## src/rtl/nle_pkg.sv

```systemverilog
// Shared geometry defaults, slot record and score multiplier for the note lane engine.
// Build option: define NLE_STREAK_MULT_EN to scale hit score with the current streak.
package nle_pkg;

   localparam int NLE_LANES    = 4;
   localparam int NLE_SLOTS    = 4;
   localparam int NLE_NOTE_H   = 50;
   localparam int NLE_HIT_Y    = 350;
   localparam int NLE_HIT_H    = 20;
   localparam int NLE_SCREEN_H = 480;

`ifdef NLE_STREAK_MULT_EN
   localparam bit NLE_MULT_EN = 1'b1;
`else
   localparam bit NLE_MULT_EN = 1'b0;
`endif

   typedef struct packed {
      logic              valid;
      logic signed [10:0] y;
   } slot_t;

   // Multiplier is taken from the streak before the current hit is counted.
   function automatic logic [2:0] mult_f(input logic [7:0] streak, input bit en);
      logic [2:0] m;
      m = 3'd1;
      if (en) begin
         if (streak >= 8'd30)      m = 3'd4;
         else if (streak >= 8'd20) m = 3'd3;
         else if (streak >= 8'd10) m = 3'd2;
      end
      return m;
   endfunction

endpackage

```

## src/rtl/nle_if.sv

```systemverilog
// Bus bundle between the note lane engine and its controller/renderer.
// Spawn handshake: a spawn transfers on the rising clk edge where spawn_valid && spawn_ready;
// spawn_ready depends only on spawn_mask and slot occupancy, never on spawn_valid.
interface nle_if #(parameter int LANES = 4);
   logic             frame_tick;
   logic [3:0]       speed;
   logic             spawn_valid;
   logic             spawn_ready;
   logic [LANES-1:0] spawn_mask;
   logic             strum;
   logic [LANES-1:0] buttons;
   logic [9:0]       rd_y;
   logic [LANES-1:0] rd_hit;
   logic [LANES-1:0] in_window;
   logic             hit_pulse;
   logic             miss_pulse;
   logic [15:0]      score;
   logic [7:0]       streak;

   modport master (
      output frame_tick, speed, spawn_valid, spawn_mask, strum, buttons, rd_y,
      input  spawn_ready, rd_hit, in_window, hit_pulse, miss_pulse, score, streak
   );

   modport slave (
      input  frame_tick, speed, spawn_valid, spawn_mask, strum, buttons, rd_y,
      output spawn_ready, rd_hit, in_window, hit_pulse, miss_pulse, score, streak
   );
endinterface

```

## src/rtl/nle_lane.sv

```systemverilog
// One note lane: slot array, lowest-free allocation, per-tick movement with fall-off,
// hit-bar window detection and registered render-row match.
module nle_lane
   import nle_pkg::*;
#(
   parameter int SLOTS    = NLE_SLOTS,
   parameter int NOTE_H   = NLE_NOTE_H,
   parameter int HIT_Y    = NLE_HIT_Y,
   parameter int HIT_H    = NLE_HIT_H,
   parameter int SCREEN_H = NLE_SCREEN_H
) (
   input  logic       clk,
   input  logic       reset,
   input  logic       spawn,
   input  logic       frame_tick,
   input  logic [3:0] speed,
   input  logic       hit_free,
   input  logic [9:0] rd_y,
   output logic       has_free,
   output logic       in_window,
   output logic       rd_hit,
   output logic       fall_off
);

   localparam logic signed [11:0] NH     = 12'(NOTE_H);
   localparam logic signed [11:0] WIN_LO = 12'(HIT_Y);
   localparam logic signed [11:0] WIN_HI = 12'(HIT_Y + HIT_H);
   localparam logic signed [11:0] SH     = 12'(SCREEN_H);
   localparam logic signed [10:0] SPAWN_Y = -11'(NOTE_H);

   slot_t slots     [SLOTS];
   slot_t slots_nxt [SLOTS];

   int                free_idx;
   int                win_idx;
   logic              win_found;
   logic              rd_match;
   logic signed [11:0] ys;
   logic signed [11:0] best_y;
   logic signed [11:0] ny;
   logic signed [11:0] rd_s;

   assign rd_s = {2'b00, rd_y};

   // Scan: first free slot, deepest in-window slot (lowest index on ties), render match.
   always_comb begin
      has_free  = 1'b0;
      free_idx  = 0;
      in_window = 1'b0;
      win_found = 1'b0;
      win_idx   = 0;
      best_y    = '0;
      rd_match  = 1'b0;
      ys        = '0;
      for (int i = 0; i < SLOTS; i++) begin
         ys = {slots[i].y[10], slots[i].y};
         if (!slots[i].valid && !has_free) begin
            has_free = 1'b1;
            free_idx = i;
         end
         if (slots[i].valid && (ys + NH > WIN_LO) && (ys < WIN_HI)) begin
            in_window = 1'b1;
            if (!win_found || ys > best_y) begin
               win_found = 1'b1;
               best_y    = ys;
               win_idx   = i;
            end
         end
         if (slots[i].valid && (ys <= rd_s) && (rd_s < ys + NH))
            rd_match = 1'b1;
      end
   end

   // A hit slot is freed before movement; a freshly spawned slot was free, so never moves.
   always_comb begin
      fall_off = 1'b0;
      ny       = '0;
      for (int i = 0; i < SLOTS; i++) begin
         slots_nxt[i] = slots[i];
         ny = {slots[i].y[10], slots[i].y} + $signed({8'b0, speed});
         if (hit_free && win_found && i == win_idx) begin
            slots_nxt[i].valid = 1'b0;
         end else if (slots[i].valid && frame_tick) begin
            if (ny >= SH) begin
               slots_nxt[i].valid = 1'b0;
               fall_off           = 1'b1;
            end else begin
               slots_nxt[i].y = ny[10:0];
            end
         end
         if (spawn && has_free && i == free_idx) begin
            slots_nxt[i].valid = 1'b1;
            slots_nxt[i].y     = SPAWN_Y;
         end
      end
   end

   always_ff @(posedge clk) begin
      if (reset) begin
         for (int i = 0; i < SLOTS; i++) slots[i] <= '0;
         rd_hit <= 1'b0;
      end else begin
         for (int i = 0; i < SLOTS; i++) slots[i] <= slots_nxt[i];
         rd_hit <= rd_match;
      end
   end

endmodule

```

## src/rtl/note_lane_engine.sv

```systemverilog
// Note lane engine top: LANES lane instances, spawn acceptance, strum judging and scoring.
// Build option: NLE_STREAK_MULT_EN enables the streak-based score multiplier.
module note_lane_engine
   import nle_pkg::*;
#(
   parameter int LANES    = NLE_LANES,
   parameter int SLOTS    = NLE_SLOTS,
   parameter int NOTE_H   = NLE_NOTE_H,
   parameter int HIT_Y    = NLE_HIT_Y,
   parameter int HIT_H    = NLE_HIT_H,
   parameter int SCREEN_H = NLE_SCREEN_H
) (
   input logic  clk,
   input logic  reset,
   nle_if.slave bus
);

   logic [LANES-1:0] has_free;
   logic [LANES-1:0] win;
   logic [LANES-1:0] rdh;
   logic [LANES-1:0] fall;
   logic [LANES-1:0] hit_free;
   logic             xfer;
   logic             strum_hit;
   logic             strum_miss;
   logic             hit_pulse_q;
   logic             miss_pulse_q;
   logic [15:0]      score_q;
   logic [15:0]      score_nxt;
   logic [7:0]       streak_q;
   logic [7:0]       streak_nxt;
   logic [16:0]      score_sum;

   assign bus.spawn_ready = &(~bus.spawn_mask | has_free);
   assign xfer            = bus.spawn_valid && bus.spawn_ready;

   for (genvar l = 0; l < LANES; l++) begin : g_lane
      nle_lane #(
         .SLOTS(SLOTS), .NOTE_H(NOTE_H), .HIT_Y(HIT_Y), .HIT_H(HIT_H), .SCREEN_H(SCREEN_H)
      ) u_lane (
         .clk       (clk),
         .reset     (reset),
         .spawn     (xfer && bus.spawn_mask[l]),
         .frame_tick(bus.frame_tick),
         .speed     (bus.speed),
         .hit_free  (hit_free[l]),
         .rd_y      (bus.rd_y),
         .has_free  (has_free[l]),
         .in_window (win[l]),
         .rd_hit    (rdh[l]),
         .fall_off  (fall[l])
      );
   end

   // Strum is judged on the positions held before any same-cycle tick.
   assign strum_hit  = bus.strum && (|win) && (bus.buttons == win);
   assign strum_miss = bus.strum && (|win) && (bus.buttons != win);
   assign hit_free   = strum_hit ? win : '0;

   always_comb begin
      score_sum  = {1'b0, score_q} + {14'b0, mult_f(streak_q, NLE_MULT_EN)};
      score_nxt  = score_q;
      streak_nxt = streak_q;
      if (strum_hit) begin
         score_nxt  = score_sum[16] ? 16'hFFFF : score_sum[15:0];
         streak_nxt = (streak_q == 8'hFF) ? 8'hFF : streak_q + 8'd1;
      end
      if (strum_miss || (|fall))
         streak_nxt = 8'd0;
   end

   always_ff @(posedge clk) begin
      if (reset) begin
         hit_pulse_q  <= 1'b0;
         miss_pulse_q <= 1'b0;
         score_q      <= '0;
         streak_q     <= '0;
      end else begin
         hit_pulse_q  <= strum_hit;
         miss_pulse_q <= strum_miss || (|fall);
         score_q      <= score_nxt;
         streak_q     <= streak_nxt;
      end
   end

   assign bus.in_window  = win;
   assign bus.rd_hit     = rdh;
   assign bus.hit_pulse  = hit_pulse_q;
   assign bus.miss_pulse = miss_pulse_q;
   assign bus.score      = score_q;
   assign bus.streak     = streak_q;

endmodule

```

## src/flat_wrapper.sv

```systemverilog
// flat-port wrapper written by rule: the top's interface ports become plain ports
module note_lane_engine_flat import nle_pkg::*;
#(
   parameter int LANES    = NLE_LANES,
   parameter int SLOTS    = NLE_SLOTS,
   parameter int NOTE_H   = NLE_NOTE_H,
   parameter int HIT_Y    = NLE_HIT_Y,
   parameter int HIT_H    = NLE_HIT_H,
   parameter int SCREEN_H = NLE_SCREEN_H
)
  (clk, reset, bus_frame_tick, bus_speed, bus_spawn_valid, bus_spawn_mask, bus_strum, bus_buttons, bus_rd_y, bus_spawn_ready, bus_rd_hit, bus_in_window, bus_hit_pulse, bus_miss_pulse, bus_score, bus_streak);
  nle_if #(.LANES(LANES)) bus_i ();
  input logic clk;
  input logic reset;
  input wire logic [$bits(bus_i.frame_tick)-1:0] bus_frame_tick;
  input wire logic [$bits(bus_i.speed)-1:0] bus_speed;
  input wire logic [$bits(bus_i.spawn_valid)-1:0] bus_spawn_valid;
  input wire logic [$bits(bus_i.spawn_mask)-1:0] bus_spawn_mask;
  input wire logic [$bits(bus_i.strum)-1:0] bus_strum;
  input wire logic [$bits(bus_i.buttons)-1:0] bus_buttons;
  input wire logic [$bits(bus_i.rd_y)-1:0] bus_rd_y;
  output wire logic [$bits(bus_i.spawn_ready)-1:0] bus_spawn_ready;
  output wire logic [$bits(bus_i.rd_hit)-1:0] bus_rd_hit;
  output wire logic [$bits(bus_i.in_window)-1:0] bus_in_window;
  output wire logic [$bits(bus_i.hit_pulse)-1:0] bus_hit_pulse;
  output wire logic [$bits(bus_i.miss_pulse)-1:0] bus_miss_pulse;
  output wire logic [$bits(bus_i.score)-1:0] bus_score;
  output wire logic [$bits(bus_i.streak)-1:0] bus_streak;
  assign bus_i.frame_tick = bus_frame_tick;
  assign bus_i.speed = bus_speed;
  assign bus_i.spawn_valid = bus_spawn_valid;
  assign bus_i.spawn_mask = bus_spawn_mask;
  assign bus_i.strum = bus_strum;
  assign bus_i.buttons = bus_buttons;
  assign bus_i.rd_y = bus_rd_y;
  assign bus_spawn_ready = bus_i.spawn_ready;
  assign bus_rd_hit = bus_i.rd_hit;
  assign bus_in_window = bus_i.in_window;
  assign bus_hit_pulse = bus_i.hit_pulse;
  assign bus_miss_pulse = bus_i.miss_pulse;
  assign bus_score = bus_i.score;
  assign bus_streak = bus_i.streak;
  note_lane_engine #(.LANES(LANES), .SLOTS(SLOTS), .NOTE_H(NOTE_H), .HIT_Y(HIT_Y), .HIT_H(HIT_H), .SCREEN_H(SCREEN_H)) u_core (.clk(clk), .reset(reset), .bus(bus_i));
endmodule
```

## config.mk

```make
export PLATFORM = sky130hd
export DESIGN_NAME = note_lane_engine_flat
export DESIGN_NICKNAME = d
export VERILOG_FILES = /design/src/rtl/nle_pkg.sv /design/src/rtl/nle_if.sv /design/src/rtl/nle_lane.sv /design/src/rtl/note_lane_engine.sv /design/src/flat_wrapper.sv
export SDC_FILE = /design/constraint.sdc
export NUM_CORES = 1
export LEC_CHECK = 0
export CORE_MARGIN = 4
export CORE_UTILIZATION = 55
export CTS_BUF_LIST = sky130_fd_sc_hd__clkbuf_4 sky130_fd_sc_hd__clkbuf_8 sky130_fd_sc_hd__clkbuf_16
export DETAILED_ROUTE_END_ITERATION = 10
export MAX_ROUTING_LAYER = met4
export PLACE_DENSITY_LB_ADDON = 0.25
export RECOVER_POWER = 25
export SETUP_SLACK_MARGIN = 0.15
export SYNTH_ARGS = -nofsm -noshare
export SYNTH_HDL_FRONTEND = slang
export SYNTH_SLANG_ARGS = --single-unit
```

## constraint.sdc

```tcl
create_clock -name clk -period 18.61 [get_ports clk]
set_input_delay 2.7915 -clock clk [delete_from_list [all_inputs] [get_ports clk]]
set_output_delay 2.7915 -clock clk [all_outputs]
set_load 0.01 [all_outputs]
```

Yosys cells after proc, flatten, opt, wreduce, memory -nomap -nowiden:

Memories as Yosys holds them, arrays and structs flattened.
Index checks and enable logic that the tools add are counted.

* add/sub/neg operators: 34
* $mul: 0
* div/mod/pow operators: 0
* $lt $le $gt $ge: 92
* eq/ne operators: 27
* shift operators: 0
* mux-type cells: 294
* bitwise gates (word level): 18
* reduce and logical (&&, ||, !) cells: 197

Operators with widths (number)
* two-way mux 12 bit: 68
* two-way mux 32 bit: 24
* equality test 3 x 32 -> 1 bit, first input constant: 16
* two-way mux 11 bit: 32
* equality test 2 x 32 -> 1 bit, first input constant: 8
* zero test 32 bit: 8
* adder 11 x 5 -> 12 bit: 16
* adder 11 x 7 -> 12 bit, second input constant: 16
* greater-or-equal comparator 12 x 10 -> 1 bit, second input constant: 16
* greater-than comparator 12 x 10 -> 1 bit, second input constant: 16
* less-than comparator 11 x 12 -> 1 bit: 16
* <= comparator 11 bit: 16
* less-than comparator 11 x 10 -> 1 bit, second input constant: 16
* two-way mux 1 bit: 167
* greater-than comparator 11 x 12 -> 1 bit: 12
* logical AND 1 bit: 140
* zero test 1 bit: 32
* adder 16 x 1 -> 17 bit, second input constant: 1
* two-way mux 16 bit: 1
* OR 1 bit: 16
* logical OR 1 bit: 13
* adder 8 x 1 -> 8 bit, second input constant: 1
* equality test 8 bit, second input constant: 1
* two-way mux 8 bit: 1
* 8 further kinds: 9

* bits in registers: 30
* bits in latches: 0
* bits in writable memories: 192
* ROM bits: 0
* output and inout bits: 35
* logic and storage cells: 674
* memories kept: 4

Memory list
* u_core.g_lane[0].u_lane.slots: words 4, width 12, read ports 4, clocked after Yosys merged registers in 0, write ports 4, RTL line nle_lane.sv:31 `slot_t slots [SLOTS];`
* u_core.g_lane[1].u_lane.slots: words 4, width 12, read ports 4, clocked after Yosys merged registers in 0, write ports 4, RTL line nle_lane.sv:31
* u_core.g_lane[2].u_lane.slots: words 4, width 12, read ports 4, clocked after Yosys merged registers in 0, write ports 4, RTL line nle_lane.sv:31
* u_core.g_lane[3].u_lane.slots: words 4, width 12, read ports 4, clocked after Yosys merged registers in 0, write ports 4, RTL line nle_lane.sv:31

Logic depth before layout (Yosys ltp):

An unclocked memory read counts as a cell.

* word-level depth: 33
* mapped depth: 46
* depth with buffers taken out: 41

By module:

Synthesis repeated with hierarchy kept, for this count alone.

* cells, all modules: 4053
* area, all modules: 31950.6 µm²

Modules (own cells, without submodules)
* nle_lane: instances 4, cells each 963, area an instance 7578.5 µm², seq. area each 980.9 µm²
* note_lane_engine: instances 1, cells each 201, area an instance 1636.6 µm², seq. area each 520.5 µm²

Least setup slack after synthesis:

No wires, ideal clock.

* path type: register -> register
* start point: mem u_core.g_lane[0].u_lane.slots[0][1] (netlist bit)
* end point: mem u_core.g_lane[0].u_lane.slots[0][6] (netlist bit)
* library setup time: 115 ps
* data arrival time: 9041 ps
* required time: 18495 ps
* setup slack: 9455 ps
* stages on the path, launching flop included: 41
* period minus slack after synthesis: 9155 ps
* path through: dfxtp_1 -> inv_1 -> ha_1 -> nand2b_1 -> or4_1 -> a22o_1 -> a21o_1 -> a211oi_1 -> clkbuf_1 -> nand2_1 -> ha_1 -> nor2b_1 -> o21a_1 -> o21a_1 -> o21a_1 -> o21a_1 -> o211ai_1 -> a311oi_1 -> (+5 left out) -> o21a_1 -> o21a_1 -> o211ai_1 -> a21oi_1 -> o21ai_0 -> a21o_1 -> buf_1 -> mux2_2 -> ha_1 -> a21oi_1 -> o21ai_0 -> or2_2 -> o211ai_1 -> o21ai_0 -> nor4_2 -> a21oi_1 -> and3_1 -> a2111oi_0

RTL lines (RTL line)
* from (decl): nle_lane.sv:31

==> metrics.sh <==
OUTCOME='finished, violations left'
VIOLATIONS='capacitance limit, slew limit'
AREA_DELTA_SYNTH_FINAL_PCT=6.66
SYNTH-MAIN-FF-CELL='sky130_fd_sc_hd__dfxtp_1'
MAXSLEWHEADROOM_PCT=-57.6
FLOORPLAN.DIE.HEIGHT_UM=242
INTERNAL_POWER_mW=1.02
CTS_TREE='yes'
WORST-SLEW-PIN-TRANSITION_NS=2.36
SW_FRAC_OF_TOTAL_PCT=32.1
SEQ_POWER_SHARE_PCT=35.0
FINAL-SEQ-AREA_UM2=4440
TIMING.FINAL.CRIT_PERIOD_NS=10.70
LAYOUTNONFILLERINSTCOUNT=4499
ROW_COUNT=85
HTREEDEPTH=1
CRITPATHMOSTFREQUENTCELL='sky130_fd_sc_hd__o21a_1'
GRT.TOTAL_USAGE_PCT=33.4
CTS.REPORTEDPATHS.CLKPINSLEW_NS=0.06
SYN_NETS=4444
TIMING.CRITICAL_PATH.REQUIRED_NS=19.09
POWER-PER-CELL-AREA_nW_PER_UM2=46.8
PRE_CTS_SETUP_SLACK_NS=8.05
PATH_DELAY_FAMILY='compound AO/OA/AOI/OAI gates'
YOSYSWARNINGS=0
LAYOUT_SETUP_WS_NS=7.91
CRIT_PATH_START_KIND='register'
REMAINING_DRC_ERRORS=0
POST_ROUTE_CELLS_DRIVE_ABOVE_1_SHARE_PCT=5.65
PLACEABLECOREAREA_UM2=54000
NUMCTSBUFFERS=30
POWER.SHARE.COMBINATIONAL_PCT=21.0
DETAILEDROUTE.FIRSTPASSITERATIONCOUNT=6
DRV_SLEW=35
BOUNDARYPINS=62
GRT_MAX_DEGREE=124
REPORT.FINAL.SETUP_VIOL=0
FIN_TNS_SETUP_NS=0
DESIGN.DIE.AREA_UM2=58500
WORSTSETUPENDPOINTTYPE='register'
CLOCKROOTBUFFER='sky130_fd_sc_hd__clkbuf_16'
SYNTHESIS_STAGE_REGISTER_BIT_COUNT=222
MULTI_INPUT_GATE_AREA_UM2=24000
DETAILED_PLACE.AREA_UM2=31000
SYNTH_ENABLE_FLOP_CELLS=0
SYNTH-SEQ-AREA-SHARE_PCT=14.8
POST_SYNTH_NUM_CELL_TYPES=101
RSZ0062_AT_GRT='false'
PATH_CLASS='reg2reg'
MAXCAPVIOLCOUNT=2
HPWL_MM=69.5
ROUTED_VIA_DENSITY=6.66
DESIGN.FINAL.NETS=4368
CLKSINKCOUNT=222
INITIAL_CORE_UTIL_PCT=55.7
P_LEAK_nW=12.9
CLK_LATENCY_NS=0.60
TIMING.CLOCK.SKEW_NS=0.0151
ANTENNA_CELLS_INSERTED=0
FMAX_MHz=93.5
DIE_WIDTH_UM=242
SYNTHCELLS=3855
SYN-MEAN-INSTANCE-AREA_UM2=7.80
IO_BUFFER_COUNT=61
MAX-CLOCK-PATH-BUFFERS=3
HOLD_PATH_CLASS='reg2reg'
FINAL_CELL_AREA_UM2=32100
VDD_DROP_MAX_mV=0.0682
SYNTHESIS.AREA_UM2=30100
LAYOUT.FILLER_CELLS=5020
GRT_ANTENNA_BEFORE_REPAIR=1
GLOBALROUTEOVERFLOWTOTAL=0
CPPEAKSTAGEDELAY_NS=0.89
POWER_FRAC_CLOCK_PCT=44.0
WORST-PATH-MAX-FANOUT=18
FINALHOLDVIOLATIONS=0
POST_DRT_WL_PER_CELL_UM=22.2
DR_TOTAL_VIAS=30000
ANTENNA_VIOLATING_NETS_POST_ROUTE=0
POST-CTS-SETUP-BUFFER-COUNT=0
LAYOUT_WORST_PATH_CYCLE_SHARE_PCT=57.5
REGTOREGSETUPSLACK_NS=7.91
ROUTED_WL_MM=99.9
YS_ASYNC_SR_FRACTION_PCT=0
FIN_TOTAL_PWR_mW=1.50
PLACE_CONGESTION=0.954
WORST-ENDPOINT-ARRIVAL_NS=11.18
GRT_PASS1_VIAS=27200
GRT_PASS1_WL_MM=156
SWITCHING_POWER_mW=0.482
CRIT_SLOWEST_CELL='sky130_fd_sc_hd__nor2_1'
CRITPATHBUFINV=1
POSTCTSRESIZEDCELLS=0
POST-PLACE-CELLS=4443
DRT_ITER0_DRC=3330
CTS-HOLD-FIX-BUFFERS=0
[through the flow]
step	hold WS (ns)	util, %
finish	0.521	59.4
global route	0.557	59.4
CTS	0.519	59.4
detailed placement	0.505	57.3
global placement	0.494	57.3
floorplan	0.468	-
[metal layers]
metal | routed length, um | track usage, %
met3 | 9490 | 4.85
met5 | 0 | -
met2 | 42500 | 49.8
met4 | 3970 | 11.6
met1 | 43900 | 46.2
[final timing paths]
kind | startpoint | endpoint | depth (start not counted)
setup / recovery | u_core.g_lane[0].u_lane.slots[0][1] | u_core.g_lane[0].u_lane.slots[0][6] | 40
hold / removal | u_core.bus.score[9] | u_core.bus.score[9] | 1
setup reg to reg | u_core.g_lane[0].u_lane.slots[0][1] | u_core.g_lane[0].u_lane.slots[0][6] | 40
hold reg to reg | u_core.bus.score[9] | u_core.bus.score[9] | 1
[power by group through the flow]
stage                     Combinational, mW  Sequential [mW]  Clock (mW)
after global routing                  0.348            0.527       0.686
after CTS                             0.310            0.523       0.668
final                                 0.316            0.525       0.660
after global placement                0.303            0.533           0
after floorplan                       0.223            0.509           0
after detailed placement              0.308            0.533           0
[cells in the final DEF, fill, tap and decap left out, types with 79 or more instances in the layout]
cell / instances
sky130_fd_sc_hd__a21o_1: 105
sky130_fd_sc_hd__inv_1: 188
sky130_fd_sc_hd__a211oi_1: 84
sky130_fd_sc_hd__nand2_1: 250
sky130_fd_sc_hd__nor3_1: 169
sky130_fd_sc_hd__nor2_1: 288
sky130_fd_sc_hd__o21a_1: 98
sky130_fd_sc_hd__dfxtp_1: 222
sky130_fd_sc_hd__nand4_1: 79
sky130_fd_sc_hd__nand3_1: 136
sky130_fd_sc_hd__o21ai_0: 140
sky130_fd_sc_hd__xnor2_1: 155
sky130_fd_sc_hd__ha_1: 546
sky130_fd_sc_hd__nor2b_1: 83
sky130_fd_sc_hd__a21oi_1: 242
[state kept, by name (all words and copies together), names as in the netlist]
name and cells:
u_core.bus.miss_pulse 1, u_core.bus.score 16, u_core.bus.hit_pulse 1, u_core.g_lane.u_lane.slots 192
u_core.bus.streak 8, u_core.g_lane.u_lane.rd_hit 4
[kinds of logic after synthesis]
| logic type | after synthesis | synth area share, % |
|---|---|---|
| muxes | 83 | 2.96 |
| AOI/OAI and AO/OA | 1108 | 25.8 |
| xor gates and xnor gates | 190 | 5.53 |
| and+or+nand+nor | 1283 | 21.7 |
| adders and majority gates | 564 | 23.9 |
| DFF | 222 | 14.8 |
| buffers and inverters | 405 | 5.38 |
[Yosys cell counts (16+ instances only)]
master,n,share of area (%)
sky130_fd_sc_hd__a2111oi_0,21,0.61
sky130_fd_sc_hd__a211oi_1,85,2.1
sky130_fd_sc_hd__a21o_1,105,2.6
sky130_fd_sc_hd__a21oi_1,242,4.0
sky130_fd_sc_hd__a311oi_1,49,1.4
sky130_fd_sc_hd__a31oi_1,56,1.2
sky130_fd_sc_hd__and3_1,46,0.96
sky130_fd_sc_hd__buf_2,33,0.55
sky130_fd_sc_hd__clkbuf_1,160,2.0
sky130_fd_sc_hd__dfxtp_1,222,15
sky130_fd_sc_hd__fa_1,16,1.1
sky130_fd_sc_hd__ha_1,546,23
sky130_fd_sc_hd__inv_1,188,2.3
sky130_fd_sc_hd__mux2_2,42,1.6
sky130_fd_sc_hd__mux2i_1,39,1.3
sky130_fd_sc_hd__nand2_1,250,3.1
sky130_fd_sc_hd__nand2b_1,44,0.92
sky130_fd_sc_hd__nand3_1,136,2.3
sky130_fd_sc_hd__nand4_1,79,1.6
sky130_fd_sc_hd__nor2_1,288,3.6
sky130_fd_sc_hd__nor2b_1,83,1.7
sky130_fd_sc_hd__nor3_1,169,2.8
sky130_fd_sc_hd__nor4_1,22,0.46
sky130_fd_sc_hd__o211ai_1,45,1.1
sky130_fd_sc_hd__o21a_1,98,2.4
sky130_fd_sc_hd__o21ai_0,141,2.3
sky130_fd_sc_hd__o21bai_1,30,0.75
sky130_fd_sc_hd__o22ai_1,19,0.40
sky130_fd_sc_hd__o31ai_1,22,0.55
sky130_fd_sc_hd__or2_2,17,0.35
sky130_fd_sc_hd__or3_1,31,0.64
sky130_fd_sc_hd__or4_1,25,0.62
sky130_fd_sc_hd__xnor2_1,155,4.5
sky130_fd_sc_hd__xor2_1,35,1.0
[final cells by class]
class / count / share of cell area (%)
Clock inverter: 18 / 0.819
Inverter: 190 / 2.22
Clock buffer: 38 / 2.66
Tap cell: 696 / 2.72
Multi-Input combinational cell: 3228 / 74.9
Sequential cell: 222 / 13.9
Timing Repair Buffer: 107 / 2.83
Note: power is estimated with default switching activity, not from simulation.
